--- config.mk ---
export PLATFORM = sky130hd
export DESIGN_NAME = qdrc_phy_train_ctrl
export DESIGN_NICKNAME = d
export VERILOG_FILES = /design/src/rtl/qdrc_phy_pkg.sv /design/src/rtl/qdrc_phy_pattern_check.sv /design/src/rtl/qdrc_phy_train_ctrl.sv
export SDC_FILE = /design/constraint.sdc
export NUM_CORES = 1
export LEC_CHECK = 0
export ABC_CLOCK_PERIOD_IN_PS = 3650
export BUFFER_PORTS_ARGS = -buffer_cell sky130_fd_sc_hd__buf_4
export CAP_MARGIN = 20
export CORE_MARGIN = 2
export CORE_UTILIZATION = 50
export DETAILED_ROUTE_END_ITERATION = 10
export PLACE_DENSITY = 0.91
export SLEW_MARGIN = 20
export SYNTH_ARGS = -nofsm -noshare
export SYNTH_HDL_FRONTEND = slang
export SYNTH_SLANG_ARGS = --single-unit
--- constraint.sdc ---
create_clock -name clk -period 3.65 [get_ports clk]
set_clock_uncertainty 0.2 [all_clocks]
set_input_delay 0.365 -clock clk [delete_from_list [all_inputs] [get_ports clk]]
set_output_delay 0.365 -clock clk [all_outputs]
set_load 0.05 [all_outputs]
--- src/rtl/qdrc_phy_pkg.sv ---
// Shared definitions for QDR PHY read-path bring-up: controller state encoding and training pattern.
// The pattern constants are kept wide so any DATA_WIDTH up to 64 slices them directly.
package qdrc_phy_pkg;

    localparam int ST_W = 4;

    localparam logic [ST_W-1:0] ST_IDLE     = 4'd0;
    localparam logic [ST_W-1:0] ST_WAIT_RDY = 4'd1;
    localparam logic [ST_W-1:0] ST_WRITE    = 4'd2;
    localparam logic [ST_W-1:0] ST_SETTLE   = 4'd3;
    localparam logic [ST_W-1:0] ST_TRAIN    = 4'd4;
    localparam logic [ST_W-1:0] ST_VERIFY   = 4'd5;
    localparam logic [ST_W-1:0] ST_RETRY    = 4'd6;
    localparam logic [ST_W-1:0] ST_READY    = 4'd7;
    localparam logic [ST_W-1:0] ST_FAIL     = 4'd8;

    localparam int PATTERN_MAX_W = 64;

    localparam logic [PATTERN_MAX_W-1:0] TRAIN_PATTERN_RISE = '1;
    localparam logic [PATTERN_MAX_W-1:0] TRAIN_PATTERN_FALL = '0;

endpackage

--- src/rtl/qdrc_phy_pattern_check.sv ---
// Registered compare of one read beat against the training pattern; match/mismatch strobes
// appear one cycle after a qualified beat. No backpressure: every qualified beat yields one strobe.
module qdrc_phy_pattern_check
    import qdrc_phy_pkg::*;
#(
    parameter int DATA_WIDTH = 18
) (
    input  logic                  clk,
    input  logic                  reset_n,
    input  logic                  beat_vld_i,
    input  logic [DATA_WIDTH-1:0] rise_i,
    input  logic [DATA_WIDTH-1:0] fall_i,
    output logic                  match_o,
    output logic                  mismatch_o
);

    localparam logic [DATA_WIDTH-1:0] PAT_RISE = TRAIN_PATTERN_RISE[DATA_WIDTH-1:0];
    localparam logic [DATA_WIDTH-1:0] PAT_FALL = TRAIN_PATTERN_FALL[DATA_WIDTH-1:0];

    logic hit;
    logic match_q;
    logic mismatch_q;

    assign hit = (rise_i == PAT_RISE) && (fall_i == PAT_FALL);

    always_ff @(posedge clk or negedge reset_n) begin
        if (!reset_n) begin
            match_q    <= 1'b0;
            mismatch_q <= 1'b0;
        end else begin
            match_q    <= beat_vld_i && hit;
            mismatch_q <= beat_vld_i && !hit;
        end
    end

    assign match_o    = match_q;
    assign mismatch_o = mismatch_q;

endmodule

--- src/rtl/qdrc_phy_train_ctrl.sv ---
// QDR PHY read-path bring-up sequencer: write pattern, stream reads, run bit training, verify, retry.
// All outputs registered from next-state (1 cycle); no backpressure, read beats are consumed as they arrive.
module qdrc_phy_train_ctrl
    import qdrc_phy_pkg::*;
#(
    parameter int                    DATA_WIDTH    = 18,
    parameter int                    ADDR_WIDTH    = 21,
    parameter logic [ADDR_WIDTH-1:0] TRAIN_ADDR    = '0,
    parameter int                    SETTLE_CYCLES = 64,
    parameter int                    VERIFY_BEATS  = 256,
    parameter int                    MAX_RETRIES   = 3,
    parameter int                    TRAIN_TIMEOUT = 1 << 20
) (
    input  logic                  clk,
    input  logic                  reset_n,
    input  logic                  phy_init_start,
    input  logic                  dly_rdy,
    output logic                  phy_ready,
    output logic                  phy_fail,
    output logic [3:0]            retry_count,
    output logic                  train_reset,
    output logic                  train_start,
    input  logic                  train_done,
    input  logic                  train_fail,
    output logic                  wr_en,
    output logic [ADDR_WIDTH-1:0] wr_addr,
    output logic [DATA_WIDTH-1:0] wr_data_rise,
    output logic [DATA_WIDTH-1:0] wr_data_fall,
    output logic                  rd_en,
    output logic [ADDR_WIDTH-1:0] rd_addr,
    input  logic                  rd_valid,
    input  logic [DATA_WIDTH-1:0] rd_data_rise,
    input  logic [DATA_WIDTH-1:0] rd_data_fall
);

    localparam int SW = (SETTLE_CYCLES > 1) ? $clog2(SETTLE_CYCLES) : 1;
    localparam int BW = (VERIFY_BEATS > 0) ? $clog2(VERIFY_BEATS + 1) : 1;
    localparam int TW = (TRAIN_TIMEOUT > 1) ? $clog2(TRAIN_TIMEOUT) : 1;

    localparam logic [SW-1:0] SETTLE_LAST     = SW'(SETTLE_CYCLES - 1);
    localparam logic [SW-1:0] SETTLE_RST_LAST = SW'(1);
    localparam logic [BW-1:0] BEAT_LAST       = BW'(VERIFY_BEATS - 1);
    localparam logic [TW-1:0] TIMEOUT_LAST    = TW'(TRAIN_TIMEOUT - 1);
    localparam logic [3:0]    RETRY_MAX       = 4'(MAX_RETRIES);

    localparam logic [DATA_WIDTH-1:0] PAT_RISE = TRAIN_PATTERN_RISE[DATA_WIDTH-1:0];
    localparam logic [DATA_WIDTH-1:0] PAT_FALL = TRAIN_PATTERN_FALL[DATA_WIDTH-1:0];

    logic [ST_W-1:0] state_q, state_d;
    logic [SW-1:0]   settle_q, settle_d;
    logic [BW-1:0]   beat_q, beat_d;
    logic [TW-1:0]   tmo_q, tmo_d;
    logic [3:0]      retry_q, retry_d;

    logic phy_ready_q, phy_fail_q, train_reset_q, train_start_q, wr_en_q, rd_en_q;
    logic phy_ready_d, phy_fail_d, train_reset_d, train_start_d, wr_en_d, rd_en_d;
    logic [ADDR_WIDTH-1:0] addr_q;
    logic [DATA_WIDTH-1:0] wr_rise_q, wr_fall_q;

    logic beat_match;
    logic beat_mismatch;

    // Only beats presented while in VERIFY are scored, so the checker's one-cycle
    // latency never lets a stale TRAIN-time beat count toward the pass total.
    qdrc_phy_pattern_check #(
        .DATA_WIDTH (DATA_WIDTH)
    ) u_check (
        .clk        (clk),
        .reset_n    (reset_n),
        .beat_vld_i (rd_valid && (state_q == ST_VERIFY)),
        .rise_i     (rd_data_rise),
        .fall_i     (rd_data_fall),
        .match_o    (beat_match),
        .mismatch_o (beat_mismatch)
    );

    always_comb begin
        state_d  = state_q;
        settle_d = settle_q;
        beat_d   = beat_q;
        tmo_d    = tmo_q;
        retry_d  = retry_q;
        case (state_q)
            ST_IDLE:     if (phy_init_start) state_d = ST_WAIT_RDY;
            ST_WAIT_RDY: if (dly_rdy) state_d = ST_WRITE;
            ST_WRITE: begin
                state_d  = ST_SETTLE;
                settle_d = '0;
            end
            ST_SETTLE: begin
                if (settle_q == SETTLE_LAST) begin
                    state_d = ST_TRAIN;
                    tmo_d   = '0;
                end else begin
                    settle_d = settle_q + 1'b1;
                end
            end
            ST_TRAIN: begin
                if (train_fail) begin
                    state_d = ST_RETRY;
                end else if (train_done) begin
                    state_d = ST_VERIFY;
                    beat_d  = '0;
                end else if (tmo_q == TIMEOUT_LAST) begin
                    state_d = ST_RETRY;
                end else begin
                    tmo_d = tmo_q + 1'b1;
                end
            end
            ST_VERIFY: begin
                if (beat_mismatch) begin
                    state_d = ST_RETRY;
                end else if (beat_match) begin
                    if (beat_q == BEAT_LAST) state_d = ST_READY;
                    else                     beat_d  = beat_q + 1'b1;
                end
            end
            ST_RETRY: begin
                if (retry_q < RETRY_MAX) begin
                    retry_d = retry_q + 1'b1;
                    state_d = ST_WAIT_RDY;
                end else begin
                    state_d = ST_FAIL;
                end
            end
            ST_READY, ST_FAIL: state_d = state_q;
            default:           state_d = ST_IDLE;
        endcase
    end

    // Outputs are decoded from the next state so they line up with the state register.
    always_comb begin
        rd_en_d       = (state_d == ST_SETTLE) || (state_d == ST_TRAIN) || (state_d == ST_VERIFY);
        wr_en_d       = (state_d == ST_WRITE);
        phy_ready_d   = (state_d == ST_READY);
        phy_fail_d    = (state_d == ST_FAIL);
        train_start_d = (state_q == ST_SETTLE) && (state_d == ST_TRAIN);
        train_reset_d = (state_d == ST_IDLE) || (state_d == ST_WAIT_RDY) || (state_d == ST_WRITE) ||
                        (state_d == ST_RETRY) || (state_d == ST_FAIL) ||
                        ((state_d == ST_SETTLE) && (settle_d <= SETTLE_RST_LAST));
    end

    always_ff @(posedge clk or negedge reset_n) begin
        if (!reset_n) begin
            state_q       <= ST_IDLE;
            settle_q      <= '0;
            beat_q        <= '0;
            tmo_q         <= '0;
            retry_q       <= '0;
            phy_ready_q   <= 1'b0;
            phy_fail_q    <= 1'b0;
            train_reset_q <= 1'b1;
            train_start_q <= 1'b0;
            wr_en_q       <= 1'b0;
            rd_en_q       <= 1'b0;
            addr_q        <= '0;
            wr_rise_q     <= '0;
            wr_fall_q     <= '0;
        end else begin
            state_q       <= state_d;
            settle_q      <= settle_d;
            beat_q        <= beat_d;
            tmo_q         <= tmo_d;
            retry_q       <= retry_d;
            phy_ready_q   <= phy_ready_d;
            phy_fail_q    <= phy_fail_d;
            train_reset_q <= train_reset_d;
            train_start_q <= train_start_d;
            wr_en_q       <= wr_en_d;
            rd_en_q       <= rd_en_d;
            addr_q        <= TRAIN_ADDR;
            wr_rise_q     <= wr_en_d ? PAT_RISE : '0;
            wr_fall_q     <= wr_en_d ? PAT_FALL : '0;
        end
    end

    assign phy_ready    = phy_ready_q;
    assign phy_fail     = phy_fail_q;
    assign retry_count  = retry_q;
    assign train_reset  = train_reset_q;
    assign train_start  = train_start_q;
    assign wr_en        = wr_en_q;
    assign wr_addr      = addr_q;
    assign wr_data_rise = wr_rise_q;
    assign wr_data_fall = wr_fall_q;
    assign rd_en        = rd_en_q;
    assign rd_addr      = addr_q;

endmodule
# [Word level (Yosys, flattened, before mapping)]
# Index checks and enable logic that the tools add are counted.
[word_totals] ff_bits=69 inputBits=43 out_inout_bits=88 wordCells=96
[classes] n_addsub=4 n_lt_le_gt_ge=2 eq_ne=28 mux=25 n_reduce_logical=23
[ops] op="$mux W20" n=4
[ops] op="$mux W9" n=5
[ops] op="$mux W4" n=10
[ops] op="$pmux W20 S2" n=1
[ops] op="$eq A4 B3 Y1 const B" n=8
[ops] op="$pmux W4 S8" n=1
[ops] op="$add A20 B1 Y20 const B" n=1
[ops] op="$eq A20 B20 Y1 const B" n=1
[ops] op="$eq A18 B18 Y1 const B" n=1
[ops] op="$logic_not A18 Y1" n=1
[ops] op="$mux W18" n=1
[ops] op="$pmux W9 S2" n=1
[ops] op="$eq A4 B2 Y1 const B" n=4
[ops] op="$ne A2 B2 Y1 const B" n=7
[ops] op="$pmux W6 S2" n=1
[ops] op="$add A9 B1 Y9 const B" n=1
[ops] op="$eq A9 B8 Y1 const B" n=1
[ops] op="$eq A4 B1 Y1 const B" n=2
[ops] op="$eq A4 B4 Y1 const B" n=2
[ops] op="$logic_not A4 Y1" n=2
[ops] op="$logic_or A1 B1 Y1" n=7
[ops] op="$add A6 B1 Y6 const B" n=1
[ops] op="$eq A6 B6 Y1 const B" n=1
[ops] op="$le A6 B1 Y1 const B" n=1
[ops] op="other kinds (11)" n=17

# [Longest topological paths before layout]
# Gate-level depths: netlist of run 1.
[depth] depth_word=11 ltp_mapped=11 depth_no_buf=10

# [Modules after synthesis]
# A second synthesis of run 1 with hierarchy kept.
[hier_totals] hier_cells=376 hier_area_um2=3379.5
[by_module_without_submodules] mod="qdrc_phy_train_ctrl" instances=1 cells_per_inst=359 area_each_um2=3215.6
[by_module_without_submodules] mod="qdrc_phy_pattern_check" instances=1 cells_per_inst=17 area_each_um2=163.9

# [Least setup slack after synthesis of run 1]
# Ideal clock, no wire load.
[synth_timing] kind="register to register" startpoint="register, netlist name beat_q[0]" endpoint="register tmo_q[16]" setup_time_ps=78 t_arrival_ps=2627 required_time_ps=3372 setup_slack_ps=745 path_stages_with_launch=11 path_buffers=1 period_less_slack_ps=2905 path_cell_list="dfrtp_1 > ha_1 > and3_1 > and3_1 > ha_1 > a211o_1 > a311oi_2 > nand4_4 > buf_6 > or4_1 > a21oi_1"
[synth_rtl] item="end signal: assignment" line="qdrc_phy_train_ctrl.sv:163" rtl="tmo_q <= tmo_d;"
[synth_rtl] item="end: declaration" line="qdrc_phy_train_ctrl.sv:52" rtl="logic [TW-1:0] tmo_q, tmo_d;"

==> results of run 1 <==
worst max-delay path, cell delays in order, from the launching register on:
cell	delay, ns
dfrtp_1	0.41
ha_1	0.24
and3_1	0.17
and3_1	0.17
ha_1	0.19
a211o_1	0.30
a311oi_2	0.41
nand4_4	0.36
or4_1	0.57
a21oi_1	0.16
worst paths after layout:
| kind | from | to | slack, ns | depth (start not counted) |
|---|---|---|---|---|
| setup / recovery | beat_q[0] | tmo_q[9] | 0.39 | 9 |
| hold / removal | rd_valid | u_check.match_o | 0.11 | 3 |
| setup reg to reg | beat_q[0] | tmo_q[9] | 0.39 | 9 |
| hold reg to reg | retry_count[2] | retry_count[2] | 0.21 | 0 |
| max in group asynchronous | reset_n | retry_count[0] | 2.39 | 2 |
| min in group asynchronous | reset_n | train_start | 0.41 | 2 |
where the power goes:
part	total, mW	switching, mW	internal (mW)
clock	0.319	0.187	0.132
sequential	0.696	0.0795	0.617
combinational	0.695	0.482	0.213
total	1.71	0.749	0.961
metrics by stage:
step	instance area [um2]	setup WS (ns)
2_1_floorplan	3630	0.745
3_3_place_gp	3610	0.519
3_5_place_dp	3610	0.395
4_1_cts	3700	0.378
5_1_grt	3700	0.174
6_report	3700	0.387
registers in the layout, indices dropped and copies added, names as in the netlist:
register	flops
tmo_q	20
beat_q	9
settle_q	6
retry_count	4
state_q	4
phy_fail	1
phy_ready	1
rd_en	1
train_reset	1
train_start	1
u_check.match_o	1
u_check.mismatch_o	1
wr_data_rise	1
placed cells by master (no fill, tap or decap), types with 7 or more instances in the layout:
master    n
nand3_1  12
o21ai_0   9
dfrtp_1  50
o31ai_1   9
nand4_1  19
or3_1    11
nor2_1   21
a21oi_1  23
inv_1     7
nand2_1  19
buf_4    73
conb_1   60
or4_1    11
and3_1   10
kinds of logic after synthesis:
logic type / after synthesis / share of synthesized area
XOR/XNOR: 7 / 0.0180
AO/OA/AOI/OAI: 65 / 0.128
flip-flops: 51 / 0.375
other: 1 / 0.00110
AND/OR/NAND/NOR: 139 / 0.241
adder cells (fa/ha/maj): 5 / 0.0183
multiplexers: 4 / 0.0125
buffers and inverters: 101 / 0.207
metal layers:
metal | vias up | part of all wire
met1 | 1299 | 0.39
met5 | - | 0
met3 | 11 | 0.054
met2 | 107 | 0.54
li1 | 1295 | -
met4 | 0 | 0.019
final cells by class:
class	instances	area, um2
clock buffers	5	68.8
multi-input cells	280	1650
inverters	9	33.8
fillers	591	2980
flip-flops and latches	51	1280
clock inverters	3	15.0
repair buffers	74	558
well taps	80	100
==> results.toml, run 1 <==
[yosys]
yosys-top-cells-count = "buf_4, dfrtp_1, a21oi_1"
synthesis.instances = 373
synth.most_common_cell = "buf_4"
avgSynthCellArea_um2 = 9.14
synth.top_cell.area_share = 0.367
synthArstFlopShare = 1.00
synth_top_area_cell = "dfrtp_1"
synth_edf_count = 0
ys_warn_count = 0
ys.flop_type = "dfrtp_1"
synthTopCellsByArea = "dfrtp_1, buf_4, nand4_1"
ys_seq_area_frac = 0.375
synth_cell_types = 59
ys_ff_latch = 51
netlist_area_mm2 = 0.00341

[cts]
cts_buffers = 5
cts-root-buf = "clkbuf_8"
cts_resized = 0
clkSinkCount = 51
htree_levels = 2
clkLatencyLatePin_ns = 0.30
cts_max_path_buffers = 2
hold_buffers = 1
clkTransAtPathRegs_ns = 0.09
postCtsSetupBuffers = 0
cts_tree = "yes"

[place]
gp_congestion = 0.838
dpl.hpwl_um = 4990
place_inst = 493
place.port_buffers = 70

[global_route]
grt_max_degree = 52
antenna_found_initial = 0
grtUsageTotal = 0.180
use_met2 = 0.329
grt_util_met3 = 0.0352
top_usage_layer = "met2"
grt_pass1_wl_um = 11000
use_met1 = 0.209
grt_pass1_vias = 2504
overflow = 0

[job]
drv_cap = 0

[worst_setup_path]
path_max_fanout = 26
startpoint_type = "register"
arrival_ns = 3.28
critPathKind = "register to register"
endpoint_kind = "register"
required_ns = 3.67

[floorplanning]
die_area_mm2 = 0.00750
num_io_pins = 131
row_count = 30
die_h_um = 86.6
coreArea_mm2 = 0.00668
initial_utilization = 0.510
fp.dieW_um = 86.6

[final_layout]
nets = 469
fin_cells = 502
area_growth_syn_to_layout_pct = 8.59
antenna_cells = 0
drive_gt1_frac = 0.227
final_util = 0.554

[timing]
worst_pin_slew_ns = 0.775
finalCriticalPeriod_ns = 3.26
maxSlewViolCount = 0
fmax_ghz = 0.307
relSlewSlack = 0.482
fin_crit_sh = 0.894
hold-worst-slack_ns = 0.108
hold_viol = 0
setup_viol = 0
rsz0062_at_grt = "no"
finalSetupTns_ns = 0

[power_and_ir_drop]
vdd_drop_max_mv = 0.261
leakagePower_nw = 1.75
p_per_area_mw_per_mm2 = 462
finalPower_mw = 1.71

[status]
outcome = "complete, no violations"

[routing]
detail_route.vias_per_cell = 5.40
drc = 0
antenna_left = 0
first_pass_iters = 4
dr_total_vias = 2712
routed_wl_um = 6750
wl_per_cell_um = 13.4
drt-initial-drc-count = 193

[min_path]
hold_class = "input port to register"
No activity file was read; power rests on OpenSTA's default activity.
==> run 2: changes to the inputs <==
--- a/config.mk
+++ b/config.mk
@@ -5,13 +5,14 @@
 export SDC_FILE = /design/constraint.sdc
 export NUM_CORES = 1
 export LEC_CHECK = 0
+export ABC_AREA = 1
 export ABC_CLOCK_PERIOD_IN_PS = 3650
 export BUFFER_PORTS_ARGS = -buffer_cell sky130_fd_sc_hd__buf_4
 export CAP_MARGIN = 20
 export CORE_MARGIN = 2
 export CORE_UTILIZATION = 50
 export DETAILED_ROUTE_END_ITERATION = 10
-export PLACE_DENSITY = 0.91
+export PLACE_DENSITY = 0.9
 export SLEW_MARGIN = 20
 export SYNTH_ARGS = -nofsm -noshare
 export SYNTH_HDL_FRONTEND = slang
==> run 2 against run 1 <==
Compared with the run above:
- worst hold slack got worse by 0.0011 ns
- critical endpoint is now beat_q[5]
- wire length rose by 15%
- critical path depth rose by 4
- synthesized cell count rose by 37%
- power fell by 32%
- area after synthesis rose by 9.9%
- non-clock buffer count fell by 2
- worst setup slack improved by 0.59 ns
- global-route usage rose by 1.1 points
- critical path type unchanged
- cell count rose by 32%
==> results.toml, run 2 <==
[status]
outcome = "complete, no violations"

[routing]
wl_met2_um = 3910
dr_total_vias = 3264
drc = 0
dr.max_layer_used = "met4"
first_pass_iters = 5
wl_met3_um = 600
routed_wl_um = 7740
wl_met1_um = 3030
detail_route.vias_per_cell = 4.94
antenna_left = 0
wl_per_cell_um = 11.7
drt-initial-drc-count = 240

[floorplanning]
num_io_pins = 131
coreArea_mm2 = 0.00725
die_h_um = 90.6
die_area_mm2 = 0.00821
fp.dieW_um = 90.6
initial_utilization = 0.517
row_count = 31

[final_layout]
final_util = 0.563
largest-register = "tmo_q"
multi_input_area_mm2 = 0.00183
largestRegisters = "tmo_q: 20 flops, beat_q: 9 flops, settle_q: 6 flops"
drive_gt1_frac = 0.217
antenna_cells = 0
fin_cells = 661
nets = 609
largest_reg_flops = 20
area_growth_syn_to_layout_pct = 9.01
final_cell_mix = "nand2_1, buf_4, nor2_1"
layout_commonest_cell = "nand2_1"
regArea_mm2 = 0.00128
fillCellCount = 650

[timing]
fin_crit_sh = 0.732
maxSlewViolCount = 0
setup_viol = 0
finalSetupTns_ns = 0
rsz0062_at_grt = "no"
finalCriticalPeriod_ns = 2.67
fmax_ghz = 0.374
worst_pin_slew_ns = 0.639
hold_viol = 0
relSlewSlack = 0.574

[worst_setup_path]
startpoint_type = "register"
rr_worst_depth = 13
r2r_setup_slack_ns = 0.98
r2r-start = "beat_q[0]"
required_ns = 3.71
r2r_end = "beat_q[5]"
startpoint = "beat_q[0]"
endpoint = "beat_q[5]"
path_max_fanout = 12
endpoint_kind = "register"
arrival_ns = 2.73
critPathKind = "register to register"

[cts]
cts_max_path_buffers = 2
clkSinkCount = 51
clkLatencyLatePin_ns = 0.32
cts-root-buf = "clkbuf_8"
postCtsSetupBuffers = 0
cts_tree = "yes"
clkTransAtPathRegs_ns = 0.11
cts_buffers = 5
htree_levels = 2

[yosys]
synth.most_common_cell = "nand2_1"
ys.flop_type = "dfrtp_1"
yosys-top-cells-count = "nand2_1, buf_4, nor2_1"
synthesis.instances = 510
synthTopCellsByArea = "dfrtp_1, buf_4, nand2_1"
synth_top_area_cell = "dfrtp_1"
ys_ff_latch = 51
synth_cell_types = 39
synth.top_cell.area_share = 0.334
ys_seq_area_frac = 0.341
ys_warn_count = 0
netlist_area_mm2 = 0.00375
synth_edf_count = 0
synthArstFlopShare = 1.00
avgSynthCellArea_um2 = 7.35

[place]
dpl.hpwl_um = 5890
gp_congestion = 0.922
place_inst = 652
place.port_buffers = 70

[global_route]
grtUsageTotal = 0.191
grt_max_degree = 52
grt_pass1_vias = 2991
antenna_found_initial = 0
grt_pass1_wl_um = 13100
overflow = 0

[power_and_ir_drop]
p_per_area_mw_per_mm2 = 283
leakagePower_nw = 2.17
vdd_drop_max_mv = 0.170

[min_path]
hold_class = "input port to register"

[job]
drv_cap = 0
run 2: through the flow:
stage / worst slack (ns) / cell area, um2 / hold WS, ns / total power, mW
finish: 0.978 / 4090 / 0.107 / 1.16
global route: 0.777 / 4090 / 0.104 / 1.19
CTS: 1.02 / 4090 / 0.106 / 1.16
detailed placement: 1.12 / 3960 / 0.194 / 0.759
global placement: 1.21 / 3960 / 0.191 / 0.758
floorplan: 1.49 / 3970 / -0.131 / 0.763
run 2: cell type report:
class	count	share of cell area
well taps	99	0.0303
clock buffers	5	0.0168
repair buffers	72	0.133
multi-input cells	379	0.448
clock inverters	3	0.0116
flip-flops and latches	51	0.313
inverters	52	0.0478
run 2: cell families (layout without fill, tap and decap cells):
family / count (synthesis) / after routing / synth area share
muxes: 1 / 1 / 0.00300
DFF: 51 / 51 / 0.341
other: 1 / 60 / 0.00100
buffers and inverters: 139 / 132 / 0.230
AOI/OAI and AO/OA: 29 / 29 / 0.0521
xor gates and xnor gates: 12 / 12 / 0.0280
and+or+nand+nor: 272 / 272 / 0.328
adders and majority gates: 5 / 5 / 0.0167
run 2: per-layer routing:
| metal | up-vias | global-route usage |
|---|---|---|
| met5 | - | 0 |
| met4 | 0 | 0.0846 |
| met3 | 24 | 0.0326 |
| met2 | 183 | 0.342 |
| met1 | 1494 | 0.223 |
| li1 | 1563 | - |
run 2: where the power goes:
| part | switching (mW) | internal, mW |
|---|---|---|
| Combinational | 0.154 | 0.0304 |
| Sequential | 0 | 0.565 |
| Clock | 0.202 | 0.208 |
run 2: worst max-delay path, cell delays in order, from the launching register on:
cell and delay (ns):
dfrtp_1 0.42, ha_1 0.24, nand4_1 0.12, or2_2 0.13, nor2_1 0.04, ha_1 0.19
nand3b_1 0.16, nand2_1 0.09, nand2_1 0.11, nor2_2 0.38, nand2_1 0.18, o21bai_1 0.18
nand2_1 0.08, nor2_1 0.10
run 2: how the worst min path moves through the flow:
stage,start,endpoint,slack [ns],cells past startpoint
floorplan,reset_n,beat_q[0],-0.13,0
global placement,retry_count[2],retry_count[2],0.19,0
detailed placement,retry_count[3],retry_count[3],0.19,0
CTS,dly_rdy,wr_data_rise[16],0.11,3
global route,dly_rdy,wr_data_rise[16],0.10,3
finish,dly_rdy,wr_data_rise[16],0.11,3
run 2: what timing repair did:
item                                    CTS  global route
endpoints found under the setup margin    0             0
gates resized for setup                   0             0
endpoints found under the hold margin    50             0
hold buffers                              1             0
